<file path="config.mk">
export PLATFORM = sky130hd
export DESIGN_NAME = lock_error_gen
export DESIGN_NICKNAME = d
export VERILOG_FILES = /design/src/rtl/lock_error_gen_pkg.sv /design/src/rtl/lock_error_sat.sv /design/src/rtl/lock_error_gen.sv
export SDC_FILE = /design/constraint.sdc
export NUM_CORES = 1
export LEC_CHECK = 0
export BUFFER_PORTS_ARGS = -buffer_cell sky130_fd_sc_hd__buf_2
export CAP_MARGIN = 20
export CORE_ASPECT_RATIO = 0.5
export CORE_MARGIN = 3
export CORE_UTILIZATION = 25
export CTS_CLUSTER_SIZE = 12
export DETAILED_ROUTE_END_ITERATION = 8
export GPL_TIMING_DRIVEN = 0
export PLACE_DENSITY_LB_ADDON = 0.3
export SLEW_MARGIN = 25
export SYNTH_ARGS = -nofsm -noshare
export SYNTH_HDL_FRONTEND = slang
export SYNTH_HIERARCHICAL = 1
export SYNTH_SLANG_ARGS = --single-unit
</file>
<file path="constraint.sdc">
create_clock -name clk -period 6.7 [get_ports clk]
set_input_delay 1.34 -clock clk [delete_from_list [all_inputs] [get_ports clk]]
set_output_delay 1.34 -clock clk [all_outputs]
set_load 0.02 [all_outputs]
</file>
<file path="src/rtl/lock_error_gen_pkg.sv">
// Shared definitions for the setpoint error stage family: the rejection
// decision encoding, the default glitch threshold and the DAC saturation
// helper used by every channel variant.
package lock_error_gen_pkg;

   // Outcome of evaluating one sample against the stored accepted error
   typedef enum logic [1:0] {
      ACCEPT = 2'd0,
      REJECT = 2'd1,
      FORCE  = 2'd2
   } decision_e;

   // Power-on threshold software loads into gpio_threshold (about 350 mV)
   localparam int unsigned DEFAULT_THRESHOLD = 163;

   // Clamp a signed value into an outWidth-bit two's complement range and
   // return it sign-extended to the 16-bit DAC bus (outWidth must be <= 16)
   function automatic logic [15:0] saturate(input logic signed [63:0] value,
                                            input int unsigned outWidth);
      logic signed [63:0] maxVal;
      logic signed [63:0] minVal;
      logic signed [63:0] clamped;
      maxVal = (64'sd1 <<< (outWidth - 1)) - 64'sd1;
      minVal = -maxVal - 64'sd1;
      if (value > maxVal) begin
         clamped = maxVal;
      end else if (value < minVal) begin
         clamped = minVal;
      end else begin
         clamped = value;
      end
      return clamped[15:0];
   endfunction

endpackage

</file>
<file path="src/rtl/lock_error_sat.sv">
// Combinational output scaler: arithmetic right shift with the shift amount
// clamped so that no more than the headroom above the DAC width is discarded,
// followed by saturation to OUT_W bits and sign extension to 16 bits.
import lock_error_gen_pkg::*;

module lock_error_sat #(
   parameter int IN_W    = 27,
   parameter int OUT_W   = 10,
   parameter int SHIFT_W = 5
) (
   input  logic signed [IN_W-1:0]    value_i,
   input  logic        [SHIFT_W-1:0] shift_i,
   output logic        [15:0]        code_o
);

   // Largest useful shift: beyond it only sign bits would remain
   localparam int unsigned MAX_SHIFT = IN_W - OUT_W;

   logic        [31:0]     shiftAmt;
   logic signed [IN_W-1:0] shifted;
   logic signed [63:0]     wideVal;

   // Clamp the shift, scale the value and saturate it to the DAC range
   always_comb begin
      shiftAmt = 32'(shift_i);
      if (shiftAmt > MAX_SHIFT) begin
         shiftAmt = MAX_SHIFT;
      end
      shifted = value_i >>> shiftAmt;
      wideVal = {{(64-IN_W){shifted[IN_W-1]}}, shifted};
      code_o  = saturate(wideVal, OUT_W);
   end

endmodule

</file>
<file path="src/rtl/lock_error_gen.sv">
// Setpoint error stage: on each trigger rising edge with a valid divider
// sample it forms setpoint - sample, rejects glitches whose step from the last
// accepted error exceeds the threshold (forcing a re-acquire after a run of
// MAX_REJECT rejections), then scales and saturates the held error for the
// DAC. Three-stage pipeline, one output pulse per evaluated event.
import lock_error_gen_pkg::*;

module lock_error_gen #(
   parameter int DATA_WIDTH = 26,
   parameter int OUT_WIDTH  = 10,
   parameter int MAX_REJECT = 4,
   parameter int SHIFT_W    = 5
) (
   input  logic                               clk,
   input  logic                               rst,
   input  logic [31:0]                        S_AXIS_in_tdata,
   input  logic                               S_AXIS_in_tvalid,
   input  logic                               trigger_enable,
   input  logic [31:0]                        gpio_setpoint,
   input  logic [DATA_WIDTH-1:0]              gpio_threshold,
   input  logic [SHIFT_W-1:0]                 gpio_shift,
   output logic [15:0]                        M_AXIS_out_tdata,
   output logic                               M_AXIS_out_tvalid,
   output logic                               overload,
   output logic [$clog2(MAX_REJECT+1)-1:0]    reject_count
);

   localparam int DW   = DATA_WIDTH;
   localparam int RC_W = $clog2(MAX_REJECT + 1);

   // Edge detect state
   logic trigD_q;
   logic resetCycle_q;
   logic eventFire;

   // Stage 1: raw difference
   logic               v1_q;
   logic signed [DW:0] diff_d;
   logic signed [DW:0] diff_q;

   // Stage 2: glitch filter state
   logic                 v2_q;
   logic                 firstEvent_q;
   logic signed [DW:0]   err_d;
   logic signed [DW:0]   err_q;
   logic [RC_W-1:0]      rejectCount_d;
   logic [RC_W-1:0]      rejectCount_q;
   logic                 overload_d;
   logic                 overload_q;
   logic signed [DW+1:0] step;
   logic [DW+1:0]        stepMag;
   logic                 exceeds;
   decision_e            decision;

   // Stage 3: DAC code
   logic [15:0] satCode;
   logic [15:0] tdata_q;
   logic        tvalid_q;

   // Upper bus bits carry nothing for this sample width
   logic unusedBits;
   assign unusedBits = ^{S_AXIS_in_tdata[31:DW], gpio_setpoint[31:DW]};

   // A trigger already high when reset releases must not count as an edge,
   // so the first cycle after reset masks the detector
   assign eventFire = trigger_enable & ~trigD_q & S_AXIS_in_tvalid & ~resetCycle_q;

   // Track the previous trigger level and the post-reset mask cycle
   always_ff @(posedge clk) begin
      if (rst) begin
         trigD_q      <= 1'b0;
         resetCycle_q <= 1'b1;
      end else begin
         trigD_q      <= trigger_enable;
         resetCycle_q <= 1'b0;
      end
   end

   // One extra bit makes setpoint - sample overflow-free
   always_comb begin
      diff_d = {gpio_setpoint[DW-1], gpio_setpoint[DW-1:0]}
             - {S_AXIS_in_tdata[DW-1], S_AXIS_in_tdata[DW-1:0]};
   end

   // Capture the difference of each triggered sample
   always_ff @(posedge clk) begin
      if (rst) begin
         v1_q   <= 1'b0;
         diff_q <= '0;
      end else begin
         v1_q <= eventFire;
         if (eventFire) begin
            diff_q <= diff_d;
         end
      end
   end

   // Judge the new difference against the accepted error and pick the update
   always_comb begin
      step    = {diff_q[DW], diff_q} - {err_q[DW], err_q};
      stepMag = step[DW+1] ? -step : step;
      exceeds = stepMag > {2'b00, gpio_threshold};

      if (firstEvent_q || !exceeds) begin
         decision = ACCEPT;
      end else if (rejectCount_q + RC_W'(1) == RC_W'(MAX_REJECT)) begin
         decision = FORCE;
      end else begin
         decision = REJECT;
      end

      err_d         = err_q;
      rejectCount_d = rejectCount_q;
      overload_d    = overload_q;
      if (v1_q) begin
         unique case (decision)
            ACCEPT: begin
               err_d         = diff_q;
               rejectCount_d = '0;
               overload_d    = 1'b0;
            end
            FORCE: begin
               err_d         = diff_q;
               rejectCount_d = '0;
               overload_d    = 1'b1;
            end
            REJECT: begin
               rejectCount_d = rejectCount_q + RC_W'(1);
               overload_d    = 1'b1;
            end
            default: begin
               err_d = err_q;
            end
         endcase
      end
   end

   // Hold the accepted error, rejection run and overload flag
   always_ff @(posedge clk) begin
      if (rst) begin
         v2_q          <= 1'b0;
         firstEvent_q  <= 1'b1;
         err_q         <= '0;
         rejectCount_q <= '0;
         overload_q    <= 1'b0;
      end else begin
         v2_q          <= v1_q;
         err_q         <= err_d;
         rejectCount_q <= rejectCount_d;
         overload_q    <= overload_d;
         if (v1_q) begin
            firstEvent_q <= 1'b0;
         end
      end
   end

   lock_error_sat #(
      .IN_W    (DW + 1),
      .OUT_W   (OUT_WIDTH),
      .SHIFT_W (SHIFT_W)
   ) u_sat (
      .value_i (err_q),
      .shift_i (gpio_shift),
      .code_o  (satCode)
   );

   // Present the scaled error for every evaluated event, accepted or not
   always_ff @(posedge clk) begin
      if (rst) begin
         tdata_q  <= '0;
         tvalid_q <= 1'b0;
      end else begin
         tvalid_q <= v2_q;
         if (v2_q) begin
            tdata_q <= satCode;
         end
      end
   end

   assign M_AXIS_out_tdata  = tdata_q;
   assign M_AXIS_out_tvalid = tvalid_q;
   assign overload          = overload_q;
   assign reject_count      = rejectCount_q;

endmodule

</file>
==> metrics.txt, run 1 <==
GPL Wtd Cong 0.929; ANT nets after route 0; failing checks DRC; Pwr Total 2110 uW; filler instances a little under 4,000; Clock transition at path regs 70 ps; startpoint type of the worst setup path register; Critical Path Fanout Max 10; register area share after synthesis between 10% and 20%; clock root cell clkbuf_16; core area between 0.03 and 0.04 mm2; # setup viols final 0; Max Clock Skew 11.5 ps; top_reg_cell synth dfxtp_1; Hold WS between 400 and 500 ps; Multi-input gate area between 0.007 and 0.008 mm2; Mapped Cells between 1,000 and 1,500; DP HPWL roughly 24,000 um; outcome finished with violations; Crit path top cell by count ha_1; EDFF count, synth 0; Die Area between 0.03 and 0.04 mm2; wire length per cell 16.2 um; antenna violations before repair 3; slowest cell on the critical path or4_4; Num CTS Buffers 9; Tot GR Track Use between 10% and 20%; Synth area leader dfxtp_1; Max Slew Vio Count 0; Fin. Hold Viols 0; synth top area cells dfxtp_1, ha_1, mux2i_1; CTS tree yes; share of the synthesized area in the top cell type 17.3%; Cell Area, Synth between 0.009 and 0.01 mm2; Post-Place Worst Slack -452 ps; fmax ~0.16 GHz; Starting DRT DRC Count 649; warnings from Yosys 6; cts hold-fix bufs 0; final critical-path share of the clock period 94.7%; port bufs 105; fin worst setup slack 355 ps; Seq cells post-synth 80; part of the power in registers a little under a quarter; largest stage delay on the critical path 600 ps; Area after DPL around 0.010 mm2; share of cells above drive strength 1 around 16%; chip height approximately 140 um; crit path time final approximately 6300 ps; P_sw about 860 uW; internal power about 1200 uW; DRC 2; clk_lat worst skew 340 ps; Vias just over 9,000; Req. time, crit path ~7000 ps; total routed wirelength 29,700 um; sw frac roughly two fifths; CP Data Arrival Time approximately 6600 ps; drt pass-1 iters 8; largest net degree at the start of global routing 16; setup TNS 0 ps; Sink Count 80; GRT Residual Overflow 0; synthesized area per cell 7.65 um2; Starting Density roughly 26%; Placement Rows a little under 50; chip width roughly 280 um; peak supply drop between 0.09 and 0.1 mV; first-pass GRT wire length around 47,000 um; H-tree depth 3; max_slew headroom 40.8%; Crit. End Element register; synth unique cells 100; Power Dens Cells around 190 mW/mm2; post-route cell area about 0.011 mm2; Reg area between 0.0015 and 0.002 mm2; Slew @ Worst Pin 884 ps; Worst Path Class, Setup register to register; combinational power share between 50% and 60%; buffer depth of the longest clock path 2; Post-synth ARST share 0%; most frequent cells in the layout inv_1, buf_2, nand2_1; Max-cap violations 0; Clk network pwr share 22.3%; syn_nets around 1,400; worst hold path type register to register; CP Buf/Inv Count 4; vias in the first global route 8,632; nets between 1,500 and 2,000; Via density between 5 and 6; Leak Pwr ~0.0045 uW; Crit path max-delay family compound AO/OA/AOI/OAI gates; synth-to-layout area growth 17.6%; # IOs between 100 and 150
==> cell type report <==
type / instances / share of cell area (%)
Multi-Input combinational cell: 955 / 64.9
Sequential cell: 80 / 14.7
Timing Repair Buffer: 116 / 5.57
Tap cell: 484 / 5.55
Inverter: 112 / 3.85
Buffer: 66 / 2.80
Clock buffer: 10 / 2.10
Clock inverter: 6 / 0.482
Antenna cell: 1 / 0.0229
==> registers in the layout (all words and copies together) (netlist names) <==
signal	count
diff_q	27
resetCycle_q	1
v1_q	1
err_q	27
M_AXIS_out_tdata	16
reject_count	3
firstEvent_q	1
overload	1
v2_q	1
trigD_q	1
M_AXIS_out_tvalid	1
==> what timing repair did <==
item                                    CTS  global route
pin swaps                                 1            11
endpoints found under the setup margin   24            25
endpoints found under the hold margin     0             0
setup buffers                             1            10
gates resized for setup                   5            29
==> worst register-to-register path: cells and delay by family (launching register included) <==
family          cells  cell delay, ps
simple gates       10            1910
compound gates     12            2300
buf+inv             4             640
flops               1             410
xor+xnor            1             150
fa+ha+maj           3             850
==> power groups by stage <==
stage / clock [uW] / sequential [uW] / combinational [uW]
after floorplan: 0 / 503 / 813
after global placement: 0 / 509 / 1060
after detailed placement: 0 / 510 / 1060
after CTS: 485 / 499 / 1080
after global routing: 502 / 500 / 1280
final: 471 / 499 / 1140
==> metrics by stage <==
stage / utilization (%) / instances
after global placement: 28.7 / 1803
final: 30.1 / 1830
after CTS: 29.6 / 1819
after global routing: 30.1 / 1829
after detailed placement: 28.7 / 1803
after floorplan: - / 1214
==> final timing paths <==
kind                            slack (ps)  depth (start not counted)            start               to
worst max-delay path                   360                         30         err_q[3]  reject_count[2]
worst min-delay path                   470                          2  reject_count[1]  reject_count[1]
worst max register to register         360                         30         err_q[3]  reject_count[2]
worst min register to register         470                          2  reject_count[1]  reject_count[1]
==> layer usage <==
layer | GRT usage (%) | vias up | part of all wire (%) | routed length, um
met3 | 2.61 | 38 | 6.0 | 1780
li1 | - | 4646 | - | -
met4 | 2.84 | 4 | 1.5 | 446
met5 | 0 | - | 0.087 | 26
met2 | 23.0 | 227 | 44 | 13000
met1 | 20.7 | 4393 | 49 | 14500
==> synth_stat cells, types with 28 or more instances <==
master	number
o21ai_0	50
nor2_1	87
inv_1	112
xnor2_1	28
clkbuf_1	49
nand2b_1	66
dfxtp_1	80
ha_1	83
a21oi_1	74
nand2_1	99
a21o_1	33
mux2i_1	59
==> logic make-up after synthesis <==
kind of cell | share of synthesized area (%)
and+or+nand+nor | 23.1
AOI/OAI and AO/OA | 26.6
buffers and inverters | 7.82
adders and majority gates | 11.6
DFF | 17.3
muxes | 8.91
xor gates and xnor gates | 4.70
Power figures use the tool's default switching activity.
==> run 2: changes to the inputs <==
Settings changed: RECOVER_POWER from default to 50.
==> run 2 against run 1 <==
  * The run now ends clean
  * Setup slack lost 3.6 ps
  * Routed wire length is essentially flat
  * Clock power is essentially flat
  * Non-clock buffer count is the same
  * Critical path type unchanged
==> metrics.txt, run 2 (same netlist as run 1, synthesis figures left out) <==
slowest cell on the critical path or4_4; H-tree depth 3 (unchanged); reg2reg path depth 30 (unchanged); Crit path top cell by count ha_1; outcome finished, final reports clean; largest net degree at the start of global routing 16 (unchanged); met1 WL 14,500 um (+0.10%); Leak Pwr 0.00439 uW (-2.2%); max_slew headroom 39.9% (-0.84 points); CP Data Arrival Time 6620 ps (about the same); Via density 5.08 (-0.14%); most frequent cells in the layout inv_1, nand2_1, buf_2; routed wl met3 1830 um (+2.4%); drt pass-1 iters 5 (-3); Tot GR Track Use 14.5% (unchanged); most common cell after layout, fill and taps aside inv_1; Hold Path End reject_count[1]; CTS tree yes; fmax 0.158 GHz (about the same); synth-to-layout area growth 17.3%; Power Dens Cells 194 mW/mm2 (+0.27%); flop2flop setup slack 350 ps (about the same); clk_lat worst skew 340 ps (about the same); port bufs 105 (unchanged); worst hold path type register to register; final critical-path share of the clock period 94.8% (about the same); Clock transition at path regs 70 ps (about the same); Starting Density 25.6% (unchanged); Starting DRT DRC Count 620 (-4.5%); vias in the first global route 8,632 (unchanged); total routed wirelength 29,700 um (about the same); # IOs 120 (unchanged); antenna violations before repair 3 (unchanged); Critical Path Fanout Max 10 (unchanged); GPL Wtd Cong 0.929 (unchanged); Max Slew Vio Count 0 (unchanged); largest stage delay on the critical path 600 ps (about the same); first-pass GRT wire length 46,600 um (unchanged); Num CTS Buffers 9 (unchanged); Placement Rows 49 (unchanged); Slew @ Worst Pin 899 ps (+14.9 ps); nets 1,524 (unchanged); chip width 278 um (unchanged); DRC 0 (-2); fin cells 1,830 (unchanged); Hold WS 473 ps (+2.18 ps); core area 0.0362 mm2 (unchanged); ANT nets after route 0 (unchanged); wire length per cell 16.2 um (about the same); # setup viols final 0 (unchanged); r2r endpoint reject_count[2]; worst r2r src err_q[3]; startpoint type of the worst setup path register; Sink Count 80 (unchanged); chip height 142 um (unchanged); Req. time, crit path 6970 ps (about the same); clock root cell clkbuf_16; Worst Path Class, Setup register to register; DP Cell Count 1,803 (unchanged); Vias 9,295 (-0.14%); Fin. Hold Viols 0 (unchanged); Die Area 0.0396 mm2 (unchanged); min-delay src reject_count[1]; top routing layer in use met5; crit path time final 6350 ps (+3.65 ps); Min-Delay Path Depth 2 (unchanged); met2 wire length 12,900 um (-0.40%); peak supply drop 0.0917 mV (+0.78%); GRT Residual Overflow 0 (unchanged); share of cells above drive strength 1 14.6% (-1.7 points); filler instances 3,973 (+0.28%); Max-cap violations 0 (unchanged); buffer depth of the longest clock path 2 (unchanged); DP HPWL 24,200 um (unchanged); Crit. End Element register; Max Clock Skew 11.6 ps (+0.107 ps)
## run 2: cell count changes in the layout (fill, tap and decap cells not counted)
cell / before / now
buf_2: 112 / 89
and2_1: 10 / 9
and2_0: 0 / 1
clkbuf_1: 48 / 71
## run 2: cell type report
| class | count | area, um2 | share of cell area, % |
|---|---|---|---|
| flip-flops and latches | 80 | 1610 | 14.8 |
| clock inverters | 6 | 52.6 | 0.483 |
| plain buffers | 66 | 305 | 2.80 |
| clock buffers | 10 | 229 | 2.10 |
| inverters | 112 | 420 | 3.86 |
| well taps | 484 | 606 | 5.56 |
| repair buffers | 116 | 579 | 5.32 |
| diodes | 1 | 2.50 | 0.0230 |
| multi-input cells | 955 | 7080 | 65.1 |
## run 2: critical path: cells and delay by family (launching register included)
family	cells	cell delay (ps)
AO/OA/AOI/OAI	12	2300
XOR/XNOR	1	150
adder cells (fa/ha/maj)	3	850
buffers and inverters	4	640
flip-flops	1	410
AND/OR/NAND/NOR	10	1910
## run 2: repair_timing
item                                    CTS  global route
hold buffers                              0             0
buffers inserted                          1            10
endpoints found under the setup margin   24            25
pin swaps                                 1            11
resized for setup                         5            29
endpoints found under the hold margin     0             0
## run 2: power by group
group	leakage (uW)	total, uW	switching (uW)	internal, uW
combinational	0.00360	1140	636	505
clock	0.000132	471	214	257
sequential	0.000650	499	13.9	485
## run 2: worst max-delay path by stage
stage                        start         endpoint  cells after the start
final                     err_q[3]  reject_count[2]                     30
after global routing      err_q[0]  reject_count[2]                     28
after CTS                 err_q[3]  reject_count[2]                     30
after detailed placement  err_q[3]  reject_count[2]                     29
after global placement    err_q[3]  reject_count[2]                     29
after floorplan           err_q[4]  reject_count[2]                     30
## run 2: metrics by stage
stage                     setup TNS (ps)  setup slack, ps  cell area [um2]  utilization [%]  total power [uW]
after global placement             -4850             -489            10400             28.7              1570
after detailed placement           -4140             -452            10400             28.7              1570
after global routing               -27.3            -25.5            10900             30.0              2280
final                                  0              352            10900             30.0              2110
after floorplan                        0              777             9280                -              1320
after CTS                              0             9.91            10700             29.6              2060
## run 2: layer usage
metal | global-route usage, % | vias up
li1 | - | 4651
met1 | 20.7 | 4367
met2 | 23.0 | 239
met3 | 2.61 | 34
met4 | 2.84 | 4
met5 | 0 | -
==> run 3: changes to the inputs <==
Settings changed: PLACE_DENSITY_LB_ADDON 0.3 to default.
==> run 3 against run 2 <==
  * Critical path depth down 2
  * Global-route usage is 0.19 points lower
  * Routed wire length fell by 1.6%
  * Die area unchanged
  * Hold slack better by 3.6 ps
  * Final area increased by 0.28%
  * Combinational power about the same
  * Count of clock-buffer cells in the layout is the same
==> metrics.txt, run 3 (same netlist as run 1, synthesis figures left out) <==
outcome finished, final reports clean; Leak Pwr 0.00441 uW (+0.49%); first-pass GRT wire length 46,700 um (+0.15%); H-tree depth 3 (unchanged); Fin. Hold Viols 0 (unchanged); met1 WL 13,500 um (-6.9%); buffer depth of the longest clock path 2 (unchanged); vias in the first global route 8,856 (+2.6%); slowest cell on the critical path or4_1; top routing layer in use met5; setup TNS 0 ps (unchanged); Power Dens Cells 199 mW/mm2 (+2.7%); peak supply drop 0.123 mV (+34%); most frequent cells in the layout inv_1, nand2_1, buf_2; fmax 0.156 GHz (-1.2%); met2 wire length 13,700 um (+5.8%); DP HPWL 23,500 um (-2.7%); Req. time, crit path 6970 ps (about the same); cts hold-fix bufs 0 (unchanged); largest net degree at the start of global routing 15 (-1); Placement Rows 49 (unchanged); # setup viols final 0 (unchanged); chip width 278 um (unchanged); Starting Density 25.6% (unchanged); Max-cap violations 0 (unchanged); Vias 9,275 (-0.22%); final critical-path share of the clock period 95.9% (+1.2 points); routed wl met3 1690 um (-7.3%); fin worst setup slack 274 ps (-77.1 ps); clock root cell clkbuf_16; most common cell after layout, fill and taps aside inv_1; CP Data Arrival Time 6690 ps (+70 ps); Die Area 0.0396 mm2 (unchanged); Worst Path Class, Setup register to register; clk_lat worst skew 330 ps (about the same); wire length per cell 16.0 um (-1.6%); Post-Place Worst Slack -500 ps (-47.8 ps); Via density 5.07 (-0.16%); Tot GR Track Use 14.3% (-0.19 points); ANT nets after route 0 (unchanged); nets 1,524 (unchanged); Starting DRT DRC Count 642 (+3.5%); total routed wirelength 29,200 um (-1.6%); Crit path top cell by count ha_1; worst hold path type register to register; Slew @ Worst Pin 862 ps (-37.0 ps); GPL Wtd Cong 0.952 (+2.5%); max_slew headroom 42.3% (+2.3 points); Max Slew Vio Count 0 (unchanged); startpoint type of the worst setup path register; Crit. End Element register; port bufs 105 (unchanged); antenna violations before repair 2 (-1); # IOs 120 (unchanged); chip height 142 um (unchanged); Ant. Diodes 0 (-1); largest stage delay on the critical path 620 ps (+20 ps); Num CTS Buffers 9 (unchanged); drt pass-1 iters 5 (unchanged); GRT Residual Overflow 0 (unchanged); CTS tree yes; Clock transition at path regs 70 ps (about the same); DRC 0 (unchanged); Sink Count 80 (unchanged); crit path time final 6430 ps (+77.1 ps); core area 0.0362 mm2 (unchanged); Max Clock Skew 14.7 ps (+3.14 ps); share of cells above drive strength 1 14.4% (-0.15 points); synth-to-layout area growth 17.6%; Critical Path Fanout Max 7 (-3)
-- run 3: layout make-up --
class	count	area, um2
plain buffers	65	302
repair buffers	117	587
multi-input cells	955	7070
clock inverters	6	90.1
well taps	484	606
inverters	112	420
clock buffers	10	229
flip-flops and latches	80	1610
fillers	3910	25300
-- run 3: final timing paths --
path / startpoint / endpoint / slack (ps) / cells after the start
max: err_q[4] / reject_count[2] / 270 / 28
min: reject_count[2] / reject_count[2] / 480 / 2
max reg2reg: err_q[4] / reject_count[2] / 270 / 28
min reg2reg: reject_count[2] / reject_count[2] / 480 / 2
-- run 3: repair_timing --
item,4_1_cts,5_1_grt
setup endpoints to repair,25,24
buffers inserted,0,12
pin swaps,1,8
gates resized for setup,6,24
-- run 3: worst max-delay path, delay by kind of cell (launching register included) --
family,cells,cell delay (ps)
XOR/XNOR,1,160
buffers and inverters,3,390
flip-flops,1,370
adder cells (fa/ha/maj),3,800
AND/OR/NAND/NOR,9,1710
AO/OA/AOI/OAI,12,2940
-- run 3: metrics by stage --
step | instance area (um2) | utilization, % | hold WS, ps | total power [uW] | instances
2_1_floorplan | 9280 | - | 442 | 1320 | 1214
3_3_place_gp | 10400 | 28.7 | 459 | 1560 | 1803
3_5_place_dp | 10400 | 28.7 | 468 | 1570 | 1803
4_1_cts | 10800 | 29.7 | 479 | 2120 | 1818
5_1_grt | 10900 | 30.1 | 502 | 2340 | 1829
6_report | 10900 | 30.1 | 476 | 2180 | 1829
-- run 3: metal layers --
layer  up-vias  global-route usage, %
li1       4638                      -
met4         4                   2.21
met5         -                      0
met3        31                   2.16
met1      4333                   19.4
met2       269                   24.7
-- run 3: power by group --
part           internal (uW)  total (uW)  switching (uW)
registers                485         499            13.6
logic                    508        1140             633
clock network            329         535             206
